## src/rtl/dds_cmd_pkg.sv

```systemverilog
// Shared opcodes, responses, FSM encodings and reply-queue payload for the DDS command sequencer.
package dds_cmd_pkg;

    localparam int unsigned STATUS_LEN = 5;
    localparam int unsigned LEN_W      = 3;

    localparam logic [7:0] OP_FREQ = 8'h46;
    localparam logic [7:0] OP_EN   = 8'h45;
    localparam logic [7:0] OP_DIS  = 8'h44;
    localparam logic [7:0] OP_STAT = 8'h53;

    localparam logic [7:0] RSP_ACK = 8'h4B;
    localparam logic [7:0] RSP_NAK = 8'h4E;

    typedef enum logic [1:0] {
        ST_IDLE,
        ST_PAYLOAD,
        ST_APPLY,
        ST_REPLY
    } state_t;

    typedef enum logic [2:0] {
        TX_IDLE,
        TX_WAIT,
        TX_PULSE,
        TX_HOLD,
        TX_DRAIN
    } tx_state_t;

    // Byte 0 of data is transmitted first.
    typedef struct packed {
        logic [LEN_W-1:0]                 len;
        logic [STATUS_LEN-1:0][7:0]       data;
    } reply_t;

    function automatic reply_t one_byte(input logic [7:0] b);
        reply_t r;
        r         = '0;
        r.len     = LEN_W'(1);
        r.data[0] = b;
        return r;
    endfunction

    function automatic reply_t status_frame(input logic en_v, input logic [31:0] m_v);
        reply_t r;
        r.len  = LEN_W'(STATUS_LEN);
        r.data = {m_v[7:0], m_v[15:8], m_v[23:16], m_v[31:24], {7'b0, en_v}};
        return r;
    endfunction

endpackage

```

## src/rtl/dds_reply_tx.sv

```systemverilog
// Sends a queued reply of 1..5 bytes through the UART transmit handshake.
module dds_reply_tx
    import dds_cmd_pkg::*;
(
    input  logic                       clk,
    input  logic                       rst,
    input  logic                       start,
    input  logic [LEN_W-1:0]           len,
    input  logic [STATUS_LEN-1:0][7:0] data,
    input  logic                       is_transmitting,
    output logic                       transmit,
    output logic [7:0]                 tx_byte,
    output logic                       done
);

    tx_state_t                  state, state_nx;
    logic [LEN_W-1:0]           idx, idx_nx;
    logic [LEN_W-1:0]           len_q, len_nx;
    logic [STATUS_LEN-1:0][7:0] data_q, data_nx;
    logic                       transmit_nx;
    logic [7:0]                 tx_byte_nx;
    logic                       done_nx;

    always_ff @(posedge clk or posedge rst) begin
        if (rst) begin
            state    <= TX_IDLE;
            idx      <= '0;
            len_q    <= '0;
            data_q   <= '0;
            transmit <= 1'b0;
            tx_byte  <= '0;
            done     <= 1'b0;
        end else begin
            state    <= state_nx;
            idx      <= idx_nx;
            len_q    <= len_nx;
            data_q   <= data_nx;
            transmit <= transmit_nx;
            tx_byte  <= tx_byte_nx;
            done     <= done_nx;
        end
    end

    always_comb begin
        state_nx    = state;
        idx_nx      = idx;
        len_nx      = len_q;
        data_nx     = data_q;
        transmit_nx = 1'b0;
        tx_byte_nx  = tx_byte;
        done_nx     = 1'b0;
        case (state)
            TX_IDLE: begin
                if (start) begin
                    idx_nx  = '0;
                    len_nx  = len;
                    data_nx = data;
                    if (len == '0) begin
                        done_nx = 1'b1;
                    end else begin
                        state_nx = TX_WAIT;
                    end
                end
            end
            TX_WAIT: begin
                if (!is_transmitting) begin
                    transmit_nx = 1'b1;
                    tx_byte_nx  = data_q[idx];
                    state_nx    = TX_PULSE;
                end
            end
            TX_PULSE: state_nx = TX_HOLD;
            // Give the UART a cycle to raise busy before sampling it again.
            TX_HOLD:  state_nx = TX_DRAIN;
            TX_DRAIN: begin
                if (!is_transmitting) begin
                    if (idx == len_q - LEN_W'(1)) begin
                        done_nx  = 1'b1;
                        state_nx = TX_IDLE;
                    end else begin
                        idx_nx   = idx + LEN_W'(1);
                        state_nx = TX_WAIT;
                    end
                end
            end
            default: state_nx = TX_IDLE;
        endcase
    end

endmodule

```

## src/rtl/dds_cmd_sequencer.sv

```systemverilog
// UART byte command parser driving the DDS enable, tuning word and load strobe,
// with acknowledge/status replies and an inter-byte payload timeout.
module dds_cmd_sequencer
    import dds_cmd_pkg::*;
#(
    parameter int unsigned TIMEOUT_CYCLES = 1200000,
    parameter int unsigned TO_W           = 21
) (
    input  logic        clk,
    input  logic        rst,
    input  logic        received,
    input  logic [7:0]  rx_byte,
    input  logic        is_transmitting,
    output logic        transmit,
    output logic [7:0]  tx_byte,
    output logic        en,
    output logic [31:0] m,
    output logic        set
);

    state_t          state, state_nx;
    logic [1:0]      idx, idx_nx;
    logic [TO_W-1:0] to_cnt, to_cnt_nx;
    logic [31:0]     shadow, shadow_nx;
    logic [31:0]     m_nx;
    logic            en_nx;
    logic            set_nx;
    logic            start, start_nx;
    reply_t          reply, reply_nx;
    logic            tx_done;

    always_ff @(posedge clk or posedge rst) begin
        if (rst) begin
            state  <= ST_IDLE;
            idx    <= '0;
            to_cnt <= '0;
            shadow <= '0;
            en     <= 1'b0;
            m      <= '0;
            set    <= 1'b0;
            start  <= 1'b0;
            reply  <= '0;
        end else begin
            state  <= state_nx;
            idx    <= idx_nx;
            to_cnt <= to_cnt_nx;
            shadow <= shadow_nx;
            en     <= en_nx;
            m      <= m_nx;
            set    <= set_nx;
            start  <= start_nx;
            reply  <= reply_nx;
        end
    end

    always_comb begin
        state_nx  = state;
        idx_nx    = idx;
        to_cnt_nx = to_cnt;
        shadow_nx = shadow;
        en_nx     = en;
        m_nx      = m;
        set_nx    = 1'b0;
        start_nx  = 1'b0;
        reply_nx  = reply;
        case (state)
            ST_IDLE: begin
                if (received) begin
                    state_nx = ST_REPLY;
                    start_nx = 1'b1;
                    case (rx_byte)
                        OP_FREQ: begin
                            idx_nx    = '0;
                            to_cnt_nx = '0;
                            state_nx  = ST_PAYLOAD;
                            start_nx  = 1'b0;
                        end
                        OP_EN: begin
                            en_nx    = 1'b1;
                            reply_nx = one_byte(RSP_ACK);
                        end
                        OP_DIS: begin
                            en_nx    = 1'b0;
                            reply_nx = one_byte(RSP_ACK);
                        end
                        OP_STAT: reply_nx = status_frame(en, m);
                        default: reply_nx = one_byte(RSP_NAK);
                    endcase
                end
            end
            ST_PAYLOAD: begin
                // A byte in the expiry cycle wins over the timeout.
                if (received) begin
                    shadow_nx = {shadow[23:0], rx_byte};
                    idx_nx    = idx + 2'd1;
                    to_cnt_nx = '0;
                    if (idx == 2'd3) begin
                        m_nx     = shadow_nx;
                        set_nx   = 1'b1;
                        state_nx = ST_APPLY;
                    end
                end else if (to_cnt == TO_W'(TIMEOUT_CYCLES - 1)) begin
                    shadow_nx = '0;
                    reply_nx  = one_byte(RSP_NAK);
                    start_nx  = 1'b1;
                    state_nx  = ST_REPLY;
                end else begin
                    to_cnt_nx = to_cnt + TO_W'(1);
                end
            end
            ST_APPLY: begin
                reply_nx = one_byte(RSP_ACK);
                start_nx = 1'b1;
                state_nx = ST_REPLY;
            end
            ST_REPLY: begin
                if (tx_done) begin
                    state_nx = ST_IDLE;
                end
            end
            default: state_nx = ST_IDLE;
        endcase
    end

    dds_reply_tx u_reply_tx (
        .clk             (clk),
        .rst             (rst),
        .start           (start),
        .len             (reply.len),
        .data            (reply.data),
        .is_transmitting (is_transmitting),
        .transmit        (transmit),
        .tx_byte         (tx_byte),
        .done            (tx_done)
    );

endmodule

```

## config.mk

```make
export PLATFORM = sky130hd
export DESIGN_NAME = dds_cmd_sequencer
export DESIGN_NICKNAME = d
export VERILOG_FILES = /design/src/rtl/dds_cmd_pkg.sv /design/src/rtl/dds_reply_tx.sv /design/src/rtl/dds_cmd_sequencer.sv
export SDC_FILE = /design/constraint.sdc
export NUM_CORES = 1
export LEC_CHECK = 0
export BUFFER_PORTS_ARGS = -buffer_cell sky130_fd_sc_hd__buf_2
export CAP_MARGIN = 20
export CORE_MARGIN = 5
export CORE_UTILIZATION = 60
export DETAILED_ROUTE_END_ITERATION = 8
export PLACE_DENSITY = 0.79
export RECOVER_POWER = 50
export SYNTH_ARGS = -nofsm -noshare
export SYNTH_HDL_FRONTEND = slang
export SYNTH_SLANG_ARGS = --single-unit
```

## constraint.sdc

```tcl
create_clock -name clk -period 6.21 [get_ports clk]
set_clock_uncertainty 0.15 [all_clocks]
set_input_delay 0.621 -clock clk [delete_from_list [all_inputs] [get_ports clk]]
set_output_delay 0.621 -clock clk [all_outputs]
set_load 0.02 [all_outputs]
```

==> metrics.cfg, run 1 <==
[yosys]
synth_edf_count = 0
synth_cell_types = 62
synthCells = 573
yosysSeqAreaShare_pct = 58.4
netlist_area_um2 = 7450
synthFlopType = dfrtp_1
syn-num-nets = 593
syn_avg_cell_area_um2 = 13.0
ys_ff_latch = 174
ys_warn_count = 0
async_flop_share_pct = 100

[setup_path]
critical_path_required_ns = 6.36
end_kind = flop
worstPathArrival_ns = 3.41
critical_path_class = flop to flop
cp-start-kind = flop
cp_max_fo = 33
r2r_setup_slack_ns = 2.95

[drt]
vias = 5045
drt-total-wl_um = 16600
wl_per_cell_um = 20.6
drtIter0Drc = 391
via_per_inst = 6.27
drtAntennaViolNets = 0
drc = 0
drtPass1Iterations = 5

[clock_network]
cts_resized = 0
root_buffer = clkbuf_16
postCtsSetupRepairBufs = 0
postCtsHoldBufs = 0
cts_made_buffers = 17
clk_path_buf_depth = 2
htree_num_levels = 4
clkLatencyLatePin_ns = 0.42
cts.sinks = 174
path_clk_slew_ns = 0.06
tritoncts = done

[floorplanning]
core.rowCount = 40
die_w_um = 121
die_area_um2 = 14800
io_pins = 55
die_h_um = 121
core_um2 = 12100
initial_utilization_pct = 61.5

[sta]
fin_hold_ws_ns = 0.236
tns_ns = 0
hold_viol = 0
worst_pin_slew_ns = 2.07
timing.final.max_slew_violations = 72
fin_crit_ns = 3.26
relSlewSlack_pct = -37.8
rsz0062_at_grt = no
layout_worst_path_cycle_share_pct = 52.5
setup_violations = 0
max_freq_mhz = 307

[power]
power_mw = 3.60
power_density_nw_per_um2 = 427
vdd_ir_drop_max_uv = 304
p_leak_nw = 4.05

[global_routing]
grt_pass1_vias = 4929
overflow = 0
grt_max_degree = 96
track_usage_pct = 23.9
antenna_found_initial = 0
grt_pass1_wl_um = 27100

[final_layout]
diodes = 0
layout-drive-gt1-share_pct = 20.6
syn_to_final_growth_pct = 13.0
postLayoutCoreUtil_pct = 69.6
nets = 645

[run_status]
status = finished, violations left
violations = max-capacitance violations, max-slew violations

[worst_hold_path]
hp-class = input port to async pin

[placed_design]
hpwlAfterDp_um = 10800
io_buffers = 54
gp_congestion = 0.846

[flow_run]
maxCapViolations = 2

==> routing by layer <==
metal	track usage [%]	part of all wire, %	routed length [um]	vias to the layer above
met5	0	0	0	-
met4	8.47	2.0	334	0
met3	4.80	5.4	897	24
met2	35.4	47	7860	172
met1	35.2	45	7510	2598
li1	-	-	-	2251
==> synthesized netlist by cell type, types with 8 or more instances <==
cell      count  area share [%]
dfrtp_1     174              58
mux2_2       75              11
a22o_1       63             7.4
nor2_1       25             1.3
nand2_1      22             1.1
a21oi_1      17             1.1
clkbuf_1     17            0.86
inv_1        17            0.86
nand3_1      12            0.81
and3_1       11            0.92
nor3_1       11            0.74
o21ai_0      10            0.67
a211o_1       9             1.1
a22oi_1       9            0.91
ha_1          8             1.3
==> placed cells by master (no fill, tap or decap), drive strengths merged, types with 4 or more instances in the layout <==
cell	count
and3	11
mux2	77
dfrtp	174
nor2	25
inv	21
a211o	9
mux4	5
clkbuf	66
o21ai	11
a31oi	4
nand2	22
nand3	12
nand4	6
xor2	4
a21o	4
nor4b	4
nor3	12
a22o	63
nor4	4
ha	8
a22oi	9
a21oi	17
buf	17
==> through the flow <==
step / instances / area [um^2] / setup WS, ns
6_report: 805 / 8430 / 2.95
3_5_place_dp: 772 / 7860 / 2.49
4_1_cts: 803 / 8460 / 2.89
3_3_place_gp: 771 / 7850 / 2.54
2_1_floorplan: 573 / 7450 / 0.722
5_1_grt: 805 / 8430 / 2.79
==> state kept, by name (all words and copies together), names as in the netlist <==
| name | flops |
|---|---|
| shadow | 24 |
| u_reply_tx.state | 3 |
| to_cnt | 21 |
| u_reply_tx.done | 1 |
| start | 1 |
| en | 1 |
| u_reply_tx.transmit | 1 |
| u_reply_tx.tx_byte | 8 |
| u_reply_tx.data_q | 35 |
| idx | 2 |
| state | 2 |
| set | 1 |
| u_reply_tx.idx | 3 |
| reply | 37 |
| m | 32 |
| u_reply_tx.len_q | 2 |
==> critical path, stage by stage (launching register included) <==
cell and delay (ns):
dfrtp_1 0.45, inv_1 0.09, ha_1 0.26, and2_0 0.27, nand2_1 0.12, clkbuf_1 1.34
mux2_2 0.45
==> cell type report <==
class,count,area (um^2)
clock buffers,20,447
clock inverters,11,156
fillers,879,3690
inverters,17,68.8
multi-input cells,352,2870
flip-flops and latches,174,4350
well taps,168,210
repair buffers,63,315
==> final timing paths <==
path                       depth (start not counted)                   start                         endpoint
max in group asynchronous                          3                     rst                m[27]$_DFFE_PP0P_
min in group clk                                   2              rx_byte[6]            shadow[6]$_DFFE_PP0P_
hold / removal                                     2                     rst  u_reply_tx.state[2]$_DFFE_PP0P_
hold reg to reg                                    1  shadow[19]$_DFFE_PP0P_           shadow[19]$_DFFE_PP0P_
setup reg to reg                                   6    state[1]$_DFFE_PP0P_                 m[8]$_DFFE_PP0P_
setup / recovery                                   6    state[1]$_DFFE_PP0P_                 m[8]$_DFFE_PP0P_
==> power by group <==
group	internal, mW	switching [mW]
Sequential	1.32	0.219
Combinational	0.388	0.583
Clock	0.648	0.438
Total	2.36	1.24
==> kinds of logic after synthesis <==
family / count (synthesis) / share of synthesized area [%]
compound gates: 137 / 14.6
xor+xnor: 6 / 0.705
fa+ha+maj: 8 / 1.34
buf+inv: 47 / 2.85
flops: 174 / 58.4
mux: 83 / 13.3
simple gates: 118 / 8.76
(Power assumes the default switching activity.)
==> run 2: changes to the inputs <==
--- a/config.mk
+++ b/config.mk
@@ -5,12 +5,13 @@
 export SDC_FILE = /design/constraint.sdc
 export NUM_CORES = 1
 export LEC_CHECK = 0
+export ABC_AREA = 1
 export BUFFER_PORTS_ARGS = -buffer_cell sky130_fd_sc_hd__buf_2
 export CAP_MARGIN = 20
 export CORE_MARGIN = 5
-export CORE_UTILIZATION = 60
+export CORE_UTILIZATION = 55
 export DETAILED_ROUTE_END_ITERATION = 8
-export PLACE_DENSITY = 0.79
+export PLACE_DENSITY = 0.76
 export RECOVER_POWER = 50
 export SYNTH_ARGS = -nofsm -noshare
 export SYNTH_HDL_FRONTEND = slang
==> constraint.sdc (replaced) <==
create_clock -name clk -period 2.9 [get_ports clk]
set_clock_uncertainty 0.15 [all_clocks]
set_input_delay 0.29 -clock clk [delete_from_list [all_inputs] [get_ports clk]]
set_output_delay 0.29 -clock clk [all_outputs]
set_load 0.02 [all_outputs]
==> run 2 against run 1 <==
The flow now finishes without violations. Total power up 130%. Cell count up 51%. Global-route usage down 1.4 points. Final area up 9.7%. Combinational power rose to 2.6 times the previous value. Sequential cell count unchanged. Highest routed layer unchanged.
==> metrics.cfg, run 2 <==
[run_status]
status = finished clean

[placed_design]
io_buffers = 54  ; unchanged
hpwlAfterDp_um = 12800  ; +19%
dpl.cell_count = 1184  ; +53%
gp_congestion = 0.969  ; +15%

[sta]
fin_crit_ns = 2.44  ; -0.821 ns
hold_viol = 0  ; unchanged
tns_ns = 0  ; unchanged
timing.final.max_slew_violations = 0  ; -100%
setup_violations = 0  ; unchanged
relSlewSlack_pct = 29.6  ; +67 points
layout_worst_path_cycle_share_pct = 84.2  ; +32 points
max_freq_mhz = 410  ; +34%
rsz0062_at_grt = no
worst_pin_slew_ns = 1.05  ; -1.02 ns

[worst_hold_path]
hp-class = input port to flop
hold_path.startpoint = rx_byte[4]

[global_routing]
grt_pass1_vias = 6381  ; +29%
overflow = 0  ; unchanged
antenna_found_initial = 0  ; unchanged
track_usage_pct = 22.5  ; -1.4 points
grt_pass1_wl_um = 32300  ; +19%
grt_max_degree = 97  ; +1.0%

[setup_path]
r2r-start = state[1]$_DFFE_PP0P_
cp_max_fo = 37  ; +12%
critical_path_class = flop to flop
worstPathArrival_ns = 2.61  ; -0.80 ns
cp-start-kind = flop
critical_path_required_ns = 3.06  ; -3.30 ns
critPathLaunch = state[1]$_DFFE_PP0P_
end_kind = flop

[drt]
via_per_inst = 5.42  ; -14%
wl_per_cell_um = 15.5  ; -25%
vias = 6608  ; +31%
drtAntennaViolNets = 0  ; unchanged
drtIter0Drc = 624  ; +60%
drt-total-wl_um = 18900  ; +14%
drc = 0  ; unchanged
drtPass1Iterations = 6  ; +1

[yosys]
ys_ff_latch = 174  ; unchanged
synthCells = 978  ; +71%
synth_cell_types = 35  ; -44%
synth_top_area_cell = dfrtp_1
async_flop_share_pct = 100  ; unchanged
netlist_area_um2 = 8220  ; +10%
ys_warn_count = 0  ; unchanged
netlist.area_leader.share_pct = 53.0  ; -5.5 points
synthFlopType = dfrtp_1
synth_edf_count = 0  ; unchanged
yosysSeqAreaShare_pct = 53.0  ; -5.5 points
syn_avg_cell_area_um2 = 8.41  ; -35%
synth_commonest_cells = nand2_1 (277), dfrtp_1 (174), nand3_1 (110)
synthTopCellsByArea = dfrtp_1 (53%), nand2_1 (13%), nand3_1 (6.7%)
synth_most_common_cell = nand2_1
syn-num-nets = 998  ; +68%

[floorplanning]
die_w_um = 132  ; +8.9%
core.rowCount = 44  ; +10%
initial_utilization_pct = 56.4  ; -5.2 points
io_pins = 55  ; unchanged
die_area_um2 = 17500  ; +19%
core_um2 = 14600  ; +20%
die_h_um = 132  ; +8.9%

[clock_network]
clkLatencyLatePin_ns = 0.43  ; about the same
postCtsHoldBufs = 3  ; +3
clk_path_buf_depth = 2  ; unchanged
root_buffer = clkbuf_16
tritoncts = done
postCtsSetupRepairBufs = 0  ; unchanged
cts_made_buffers = 17  ; unchanged
cts.sinks = 174  ; unchanged
cts_resized = 0  ; unchanged
path_clk_slew_ns = 0.07  ; about the same
htree_num_levels = 4  ; unchanged

[power]
power_mw = 8.43  ; +130%
p_leak_nw = 4.68  ; +16%
power_density_nw_per_um2 = 912  ; +110%
vdd_ir_drop_max_uv = 507  ; +67%

[final_layout]
final_common_cell = nand2_1
nets = 1042  ; +62%
reg_top3 = reply (37), u_reply_tx.data_q (35), m (32)
regMostFlops = reply
diodes = 0  ; unchanged
layout-drive-gt1-share_pct = 9.95  ; -11 points
final_cells = 1219  ; +51%
syn_to_final_growth_pct = 12.4
largest_register_ff_count = 37  ; unchanged
layout_common_cells = nand2_1 (277), dfrtp_1 (174), nand3_1 (110)

[flow_run]
maxCapViolations = 0  ; -2

## run 2: critical path, cell delays in order (launching register included)
cell     delay, ns
dfrtp_1       0.43
inv_1         0.09
ha_1          0.33
nand2_2       0.12
inv_1         0.05
nor3_1        0.16
o21ai_1       0.10
inv_2         0.33
nand2_4       0.31
nand2_1       0.17
nand2_1       0.07
## run 2: report_power, final
| part | internal [mW] | switching [mW] | total [mW] |
|---|---|---|---|
| clock | 1.56 | 1.02 | 2.59 |
| sequential | 2.93 | 0.370 | 3.30 |
| combinational | 0.741 | 1.81 | 2.55 |
| total | 5.23 | 3.20 | 8.43 |
## run 2: logic make-up (layout without fill, tap and decap cells)
kind of cell	count (synthesis)	after routing	synth area share, %
AND/OR/NAND/NOR	510	510	26.4
flip-flops	174	174	53.0
buffers and inverters	135	192	7.06
AO/OA/AOI/OAI	113	113	7.53
multiplexers	26	26	3.56
XOR/XNOR	12	12	1.28
adder cells (fa/ha/maj)	8	8	1.22
## run 2: final timing paths
path | to | slack [ns] | cells past startpoint
min in group asynchronous | u_reply_tx.len_q[2]$_DFFE_PP0P_ | 0.45 | 3
min | m[4]$_DFFE_PP0P_ | 0.03 | 3
max in group asynchronous | m[26]$_DFFE_PP0P_ | 0.80 | 4
max | reply[31]$_DFFE_PP0P_ | 0.46 | 10
min reg2reg | reply[14]$_DFFE_PP0P_ | 0.32 | 2
max reg2reg | reply[31]$_DFFE_PP0P_ | 0.46 | 10
## run 2: area by class of cell
type / count / area (um^2)
clock inverters: 15 / 262
flip-flops and latches: 174 / 4350
clock buffers: 17 / 425
repair buffers: 67 / 334
fillers: 1218 / 5350
multi-input cells: 669 / 3290
well taps: 184 / 230
inverters: 93 / 350
## run 2: stage by stage
step	hold WS, ns	setup WS, ns	util (%)	area [um^2]
2_1_floorplan	0.279	0.235	-	8230
3_5_place_dp	0.229	0.521	58.9	8600
4_1_cts	0.0192	0.486	63.8	9310
6_report	0.0348	0.459	63.4	9240
5_1_grt	0.0432	0.288	63.4	9240
3_3_place_gp	0.229	0.636	58.9	8600
## run 2: metal layers
metal / global-route usage, % / part of all wire (%)
met4: 9.11 / 2.8
met3: 4.01 / 4.0
met1: 32.0 / 47
met2: 34.2 / 47
met5: 0 / 0
